$ cat config.mk
export PLATFORM = sky130hd
export DESIGN_NAME = pmp_scan_ctrl
export DESIGN_NICKNAME = d
export VERILOG_FILES = /design/src/rtl/pmp_scan_ctrl.sv
export SDC_FILE = /design/constraint.sdc
export NUM_CORES = 1
export LEC_CHECK = 0
export ABC_AREA = 0
export ABC_CLOCK_PERIOD_IN_PS = 7100
export BUFFER_PORTS_ARGS = -buffer_cell sky130_fd_sc_hd__buf_4
export CORE_AREA = 4 4 419 421
export DETAILED_ROUTE_END_ITERATION = 10
export DIE_AREA = 0 0 423 425
export PLACE_DENSITY = 0.33
export REMOVE_ABC_BUFFERS = 1
export SYNTH_ARGS = -nofsm -noshare
export SYNTH_HDL_FRONTEND = slang
export SYNTH_SLANG_ARGS = --single-unit
export TNS_END_PERCENT = 10
$ cat constraint.sdc
create_clock -name clk -period 7.1 [get_ports clk]
set_clock_uncertainty 0.2 [all_clocks]
set_input_delay 1.42 -clock clk [delete_from_list [all_inputs] [get_ports clk]]
set_output_delay 1.42 -clock clk [all_outputs]
set_load 0.02 [all_outputs]
$ cat src/rtl/pmp_scan_ctrl.sv
// pmp_scan_ctrl: sequential PMP checker, one entry per cycle through a shared matcher.
// First match wins; CSR writes during a scan restart it from entry 0.
module pmp_scan_ctrl #(
  parameter int PMP_ENTRIES = 16,
  parameter int PA_BITS     = 56
) (
  input  logic                               clk,
  input  logic                               resetn,
  input  logic                               ReqValid,
  output logic                               ReqReady,
  input  logic [PA_BITS-1:0]                 PhysicalAddress,
  input  logic [1:0]                         PrivilegeMode,
  input  logic [2:0]                         AccessXWR,
  input  logic [8*PMP_ENTRIES-1:0]           PMPCFG_ARRAY_REGW,
  input  logic [(PA_BITS-2)*PMP_ENTRIES-1:0] PMPADDR_ARRAY_REGW,
  input  logic                               CfgWrite,
  output logic                               RespValid,
  input  logic                               RespReady,
  output logic                               Fault,
  output logic                               MatchFound,
  output logic [5:0]                         MatchIdx
);
  localparam int N1 = PMP_ENTRIES > 0 ? PMP_ENTRIES : 1;
  localparam int IW = N1 > 1 ? $clog2(N1) : 1;
  typedef enum logic [1:0] {IDLE, SCAN, RESP} state_t;
  state_t               state;
  logic [7:0]           idx;
  logic                 prev_ge;
  logic [PA_BITS-1:0]   pa;
  logic [1:0]           priv;
  logic [2:0]           xwr;
  // compacted cfg: {L, A[1:0], X, W, R}
  logic [5:0]           cfg  [N1];
  logic [PA_BITS-3:0]   addr [N1];
  logic [5:0]           c;
  logic [PA_BITS-3:0]   a;
  logic [PA_BITS-3:0]   nmask;
  logic                 ge, match, last, f_hit, f_miss;
  genvar i;
  if (PMP_ENTRIES == 0) begin : g_none
    assign cfg[0]  = '0;
    assign addr[0] = '0;
  end else begin : g_ent
    for (i = 0; i < PMP_ENTRIES; i++) begin : g_e
      logic unused_rsv;
      assign unused_rsv = ^PMPCFG_ARRAY_REGW[8*i+5 +: 2];
      assign cfg[i]  = {PMPCFG_ARRAY_REGW[8*i+7], PMPCFG_ARRAY_REGW[8*i +: 5]};
      assign addr[i] = PMPADDR_ARRAY_REGW[(PA_BITS-2)*i +: PA_BITS-2];
    end
  end
  assign ReqReady = (state == IDLE);
  always_comb begin
    c      = cfg[idx[IW-1:0]];
    a      = addr[idx[IW-1:0]];
    ge     = pa >= {a, 2'b00};
    // ones over the trailing-ones run plus the first zero: the don't-care NAPOT bits
    nmask  = a ^ (a + 1'b1);
    match  = c[4:3] == 2'd1 ? prev_ge & ~ge :
             c[4:3] == 2'd2 ? pa[PA_BITS-1:2] == a :
             c[4:3] == 2'd3 ? ((pa[PA_BITS-1:2] ^ a) & ~nmask) == '0 : 1'b0;
    last   = (PMP_ENTRIES == 0) ? 1'b1 : idx == 8'(PMP_ENTRIES - 1);
    f_hit  = ((priv != 2'd3) | c[5]) & |(xwr & ~c[2:0]);
    f_miss = (priv != 2'd3) & |xwr;
  end
  always_ff @(posedge clk or negedge resetn) begin
    if (!resetn) begin
      state      <= IDLE;
      idx        <= '0;
      prev_ge    <= 1'b1;
      pa         <= '0;
      priv       <= '0;
      xwr        <= '0;
      RespValid  <= 1'b0;
      Fault      <= 1'b0;
      MatchFound <= 1'b0;
      MatchIdx   <= '0;
    end else begin
      case (state)
        IDLE: if (ReqValid) begin
          pa      <= PhysicalAddress;
          priv    <= PrivilegeMode;
          xwr     <= AccessXWR;
          idx     <= '0;
          prev_ge <= 1'b1;
          state   <= SCAN;
        end
        SCAN: if (CfgWrite) begin
          idx     <= '0;
          prev_ge <= 1'b1;
        end else begin
          prev_ge <= ge;
          if (match | last) begin
            state      <= RESP;
            RespValid  <= 1'b1;
            MatchFound <= match;
            MatchIdx   <= match ? idx[5:0] : 6'd0;
            Fault      <= match ? f_hit : f_miss;
          end else begin
            idx <= idx + 8'd1;
          end
        end
        RESP: if (RespReady) begin
          state     <= IDLE;
          RespValid <= 1'b0;
        end
        default: state <= IDLE;
      endcase
    end
  end
endmodule

Word-level counts from Yosys, hierarchy flattened:

Cells that the tools add are included.

* $add $sub $neg: 2
* order comparisons: 2
* equality and inequality tests: 13
* multiplexer cells: 27
* bitwise gates (word level): 14
* reduce and logical (&&, ||, !) cells: 12

Operator list (count)
* $bmux 54 s4: 1
* $mux 54: 2
* $xor 54x54->54: 2
* $ge 56x56->1: 1
* $add 54x1->54 const B: 1
* $and 54x54->54: 1
* $eq 54x54->1: 1
* $logic_not 54->1: 1
* $not 54->54: 1
* $bmux 6 s4: 1
* $mux 8: 3
* $mux 6: 3
* $pmux 8 s2: 1
* $ne 2x2->1 const B: 5
* $mux 1: 9
* $add 8x1->8 const B: 1
* $eq 8x4->1 const B: 1
* $mux 2: 4
* $reduce_and 4->1: 2
* $eq 2x2->1 const B: 3
* $pmux 2 s3: 1
* $reduce_and 3->1: 2
* $reduce_or 3->1: 2
* $ge 5x5->1 const B: 1
* other kinds (12): 20

* register bits: 81
* bits of input ports: 1058
* output and inout port bits: 10
* word-level logic and storage cells: 80

Longest topological paths before layout:

* depth in word-level cells: 16
* mapped depth: 26

Worst setup path before layout:

Ideal clock, no wire load.

* path kind: flip-flop to flip-flop
* start: register idx[0]
* end: register idx[6]
* library setup time: 0.069 ns
* arrival time: 6.063 ns
* slack: 0.767 ns
* cell stages (with the launch flop): 27
* buffers on the path: 10
* period minus slack after synthesis: 6.333 ns
* cells stage by stage: dfrtp_1 buf_4 buf_6 buf_8 buf_6 buf_4 buf_4 buf_2 buf_2 clkbuf_1 mux4_2 mux4_2 inv_1 ha_1 nand3_1 nor2_1 nand3_1 nor3_1 nand3_1 a211oi_1 a2111oi_0 o21ai_0 and2_2 nand2_4 buf_8 or4_2 nand3_1

* cells in the longest elaborated chain, start to end: 15

Ends and longest elaborated chain
* start: declaration: RTL line 27 `logic [7:0] idx;`
* start signal: assignment: RTL line 99 `idx <= idx + 8'd1;`
* $not 4->5 (not written as such): RTL line 53, 54
* $bmux 54 s4: RTL line 54 `a = addr[idx[IW-1:0]];`
* $mux 54 (not written as such) (2 in series): RTL line 54
* $add 54x1->54: RTL line 57 `nmask = a ^ (a + 1'b1);`
* $xor 54x54->54: RTL line 57
* $not 54->54: RTL line 60 `c[4:3] == 2'd3 ? ((pa[PA_BITS-1:2] ^ a) & ~nmask) == '0 : 1'b0;`
* $and 54x54->54: RTL line 60
* $logic_not 54->1: RTL line 60
* $mux 1: RTL line 60
* $mux 1: RTL line 59 `c[4:3] == 2'd2 ? pa[PA_BITS-1:2] == a :`
* $mux 1: RTL line 58 `match = c[4:3] == 2'd1 ? prev_ge & ~ge :`
* $or 1x1->1: RTL line 92 `if (match | last) begin`
* $ne 3x3->1 (no source line)
* $reduce_and 3->1 (no source line)

Several ways; a longest one is shown, not always the timed one. The select of a mux whose other input is x is not followed.
A chain may end at the register's enable or synchronous reset.

Worst setup path in the final report:

* start: register idx[2]
* end: register MatchIdx[5]

* cells in the longest elaborated chain, start to end: 14

Ends and longest elaborated chain
* $not 4->5 (not written as such): RTL line 53, 54
* $bmux 54 s4: RTL line 54
* $mux 54 (not written as such) (2 in series): RTL line 54
* $add 54x1->54: RTL line 57
* $xor 54x54->54: RTL line 57
* $not 54->54: RTL line 60
* $and 54x54->54: RTL line 60
* $logic_not 54->1: RTL line 60
* $mux 1: RTL line 60
* $mux 1: RTL line 59
* $mux 1: RTL line 58
* $or 1x1->1: RTL line 92
* $reduce_and 3->1 (no source line)
* end signal: assignment: RTL line 96 `MatchIdx <= match ? idx[5:0] : 6'd0;`
* end: declaration: RTL line 21 `output logic [5:0] MatchIdx`

Several ways; a longest one is shown, not always the timed one. The select of a mux whose other input is x is not followed.

==> run metrics <==
status finished, final reports clean; Req. time, crit path 7160 ps; CP Data Arrival Time 6590 ps; Post-DP HPWL 108600 µm; final setup margin 569.5 ps; final instance area 24440 µm²; # IOs 1068; FF-to-FF Start idx[2]; DR iter-0 viols 785; die area 179800 µm²; Routed WL per cell 27.27 µm; clk slew on worst S/H paths 80 ps; initial core utilization 0.07805; worst hold path cell count 1; total CTS buffers 9; final hold vios 0; register area share after synthesis 0.1517; Yosys reg bits 81; Hold Startpoint MatchIdx[1]; cell taking the most area after synthesis mux4_2; Post-synth EDFFs 0; Critical Path Slowest Stage Cell dfrtp_4; most common cell after layout, fill and taps aside buf_4; ranking of synthesized cells by area mux4_2, dfrtp_1, ha_1, mux4_1, mux2_2; max-cap viol count 0; slew margin rel. 0.3305; unrepaired setup endpoints after global routing false; row count 152; ratio of cells with drive above 1 in the final layout 0.6775; CP startpoint idx[2]; Max Fclk 153.1 MHz; mapped cell area 13370 µm²; Final ANT Viol Nets 0; Final setup viols 0; CTS sink cnt 81; worst slew pin tran 978.9 ps; final slew viol count 0; setup tns final 0 ps; FF-to-FF path depth 19; total power 5.986 mW; slowest cell delay on critical path 910 ps; Yosys cell types 75; Mapped Cells 1092; leak pwr 10.09 nW; clk_lat worst skew 380 ps; worst r2r dst MatchIdx[5]; vias 15090; Worst path top cell family by delay simple AND/OR/NAND/NOR gates; Hold Path Sink MatchIdx[1]; Residual DRC 0; Clock Path Buffers 2; grt ovf 0; Hold WS 291.8 ps; post-CTS setup buffers 0; H-tree depth 3; Top cell by count, worst path buf_4; crit-path cells buf_4 -> buf_4 -> nor2b_1 -> a2111oi_0 -> o41a_1 -> ha_1 -> nand4_1 -> nor4_1 -> nand4_1 -> o21ai_0 -> buf_4 -> nand4b_1 -> nor4_1 -> nand4_1 -> or4_1 -> nand2_4 -> buf_4 -> nand2_4 -> mux2_4; Post-CTS Hold Buffers 0; Yosys Warn Count 0; Routed WL 121400 µm; IO buf count 1035; worst vdd ir 0.0001140 V; Resize count post-CTS 0; Final Cycle Share 0.9198; vias in the first global route 16400; first-pass GRT wire length 154900 µm; Buffers & Inverters on Critical Path 4; Synth top area share 0.3587; vias per std cell 3.391; CP startpoint kind flop; DRT Pass-1 Iters 4; Post-synth ARST share 1.000; crit path kind flop to flop; Die Wd 423 µm; CTS root buf clkbuf_16; largest net degree at the start of global routing 61; Avg Inst Size Synth 12.25 µm²; Die Y 425 µm; Placed Instance Area 24120 µm²; area grow syn2layout 82.72%; Core Area 171400 µm²; initial antenna violation count 91; CP Max Fanout 33; R2R setup slack 570 ps; worst slack at placement 300.8 ps; Top FF cell, synth dfrtp_1; Routability Congestion 0.9311; # nets final 3255; CP Capture Type flop; total track usage 0.1284; PD cells 244.9 nW/µm²; Hold WC Path Type flop to flop; most frequent cells in the layout buf_4, mux4_2, ha_1; minimum clock period 6531 ps; CTS tree done
==> power by group <==
| group | total [mW] | internal [mW] | switching (mW) |
|---|---|---|---|
| Sequential | 0.885 | 0.669 | 0.216 |
| Combinational | 4.62 | 2.23 | 2.39 |
| Clock | 0.482 | 0.248 | 0.234 |
| Total | 5.99 | 3.15 | 2.84 |
==> per-stage QoR <==
step | util | instances
after global routing | 0.1424 | 4434
final | 0.1426 | 4450
after floorplan | - | 998
after global placement | 0.1407 | 4414
after detailed placement | 0.1407 | 4415
after CTS | 0.1423 | 4431
==> area by class of cell <==
class / instances / area [µm²]
sequential: 81 / 2039
antenna: 19 / 47.55
clock inverter: 4 / 27.53
inverter: 26 / 97.59
multi-input combinational: 891 / 10620
timing repair buffer: 1107 / 8473
clock buffer: 12 / 246.5
tap: 2310 / 2890
fill: 19390 / 146900
==> worst register-to-register path: cells and delay by family, from the launching register on <==
family                   cells  cell delay, ps
buffers and inverters        4             880
AND/OR/NAND/NOR             10            2440
adder cells (fa/ha/maj)      1             210
flip-flops                   1             910
AO/OA/AOI/OAI                3            1450
multiplexers                 1             320
==> cells in the mapped netlist, drive strengths merged, types with 3 or more instances <==
cell	n
o2bb2ai	4
mux2i	13
nor2b	10
a21oi	36
dfrtp	80
and2	9
or3	8
nor4	21
o22ai	6
nand4	21
mux2	69
ha	81
a221oi	10
o21ai	23
a22oi	15
a21o	21
clkbuf	24
nor3	28
or4	8
inv	26
buf	70
a2111oi	3
o211ai	4
nand2b	8
a31oi	18
nor3b	3
a22o	67
nand3	18
nor2	67
mux4	243
nand2	45
a211oi	3
nand4b	3
==> how the worst max path moves through the flow <==
stage	slack, ps	endpoint	cells after the start
6_report	570	MatchIdx[5]	19
5_1_grt	240	MatchIdx[5]	19
4_1_cts	300	MatchIdx[5]	19
3_5_place_dp	300	MatchIdx[5]	18
3_3_place_gp	130	MatchIdx[5]	17
2_1_floorplan	-6920	MatchIdx[4]	13
==> cell families after synthesis <==
| family | after synthesis | synth area share |
|---|---|---|
| buffers and inverters | 120 | 0.05716 |
| adders and majority gates | 81 | 0.07578 |
| AOI/OAI and AO/OA | 225 | 0.1242 |
| xor gates and xnor gates | 1 | 0.0006550 |
| muxes | 325 | 0.4860 |
| and+or+nand+nor | 259 | 0.1045 |
| DFF | 81 | 0.1517 |
==> sequential cells by signal, indices dropped and copies added, names as in the netlist <==
signal      cells
state           2
MatchFound      1
RespValid       1
MatchIdx        6
idx             8
pa             56
xwr             3
priv            2
Fault           1
prev_ge         1
==> per-layer routing <==
layer,part of all wire,track usage
met1,0.40,0.1544
met2,0.52,0.2292
met3,0.069,0.04192
met4,0.0095,0.01336
met5,0.0028,0
(Power assumes the default switching activity.)
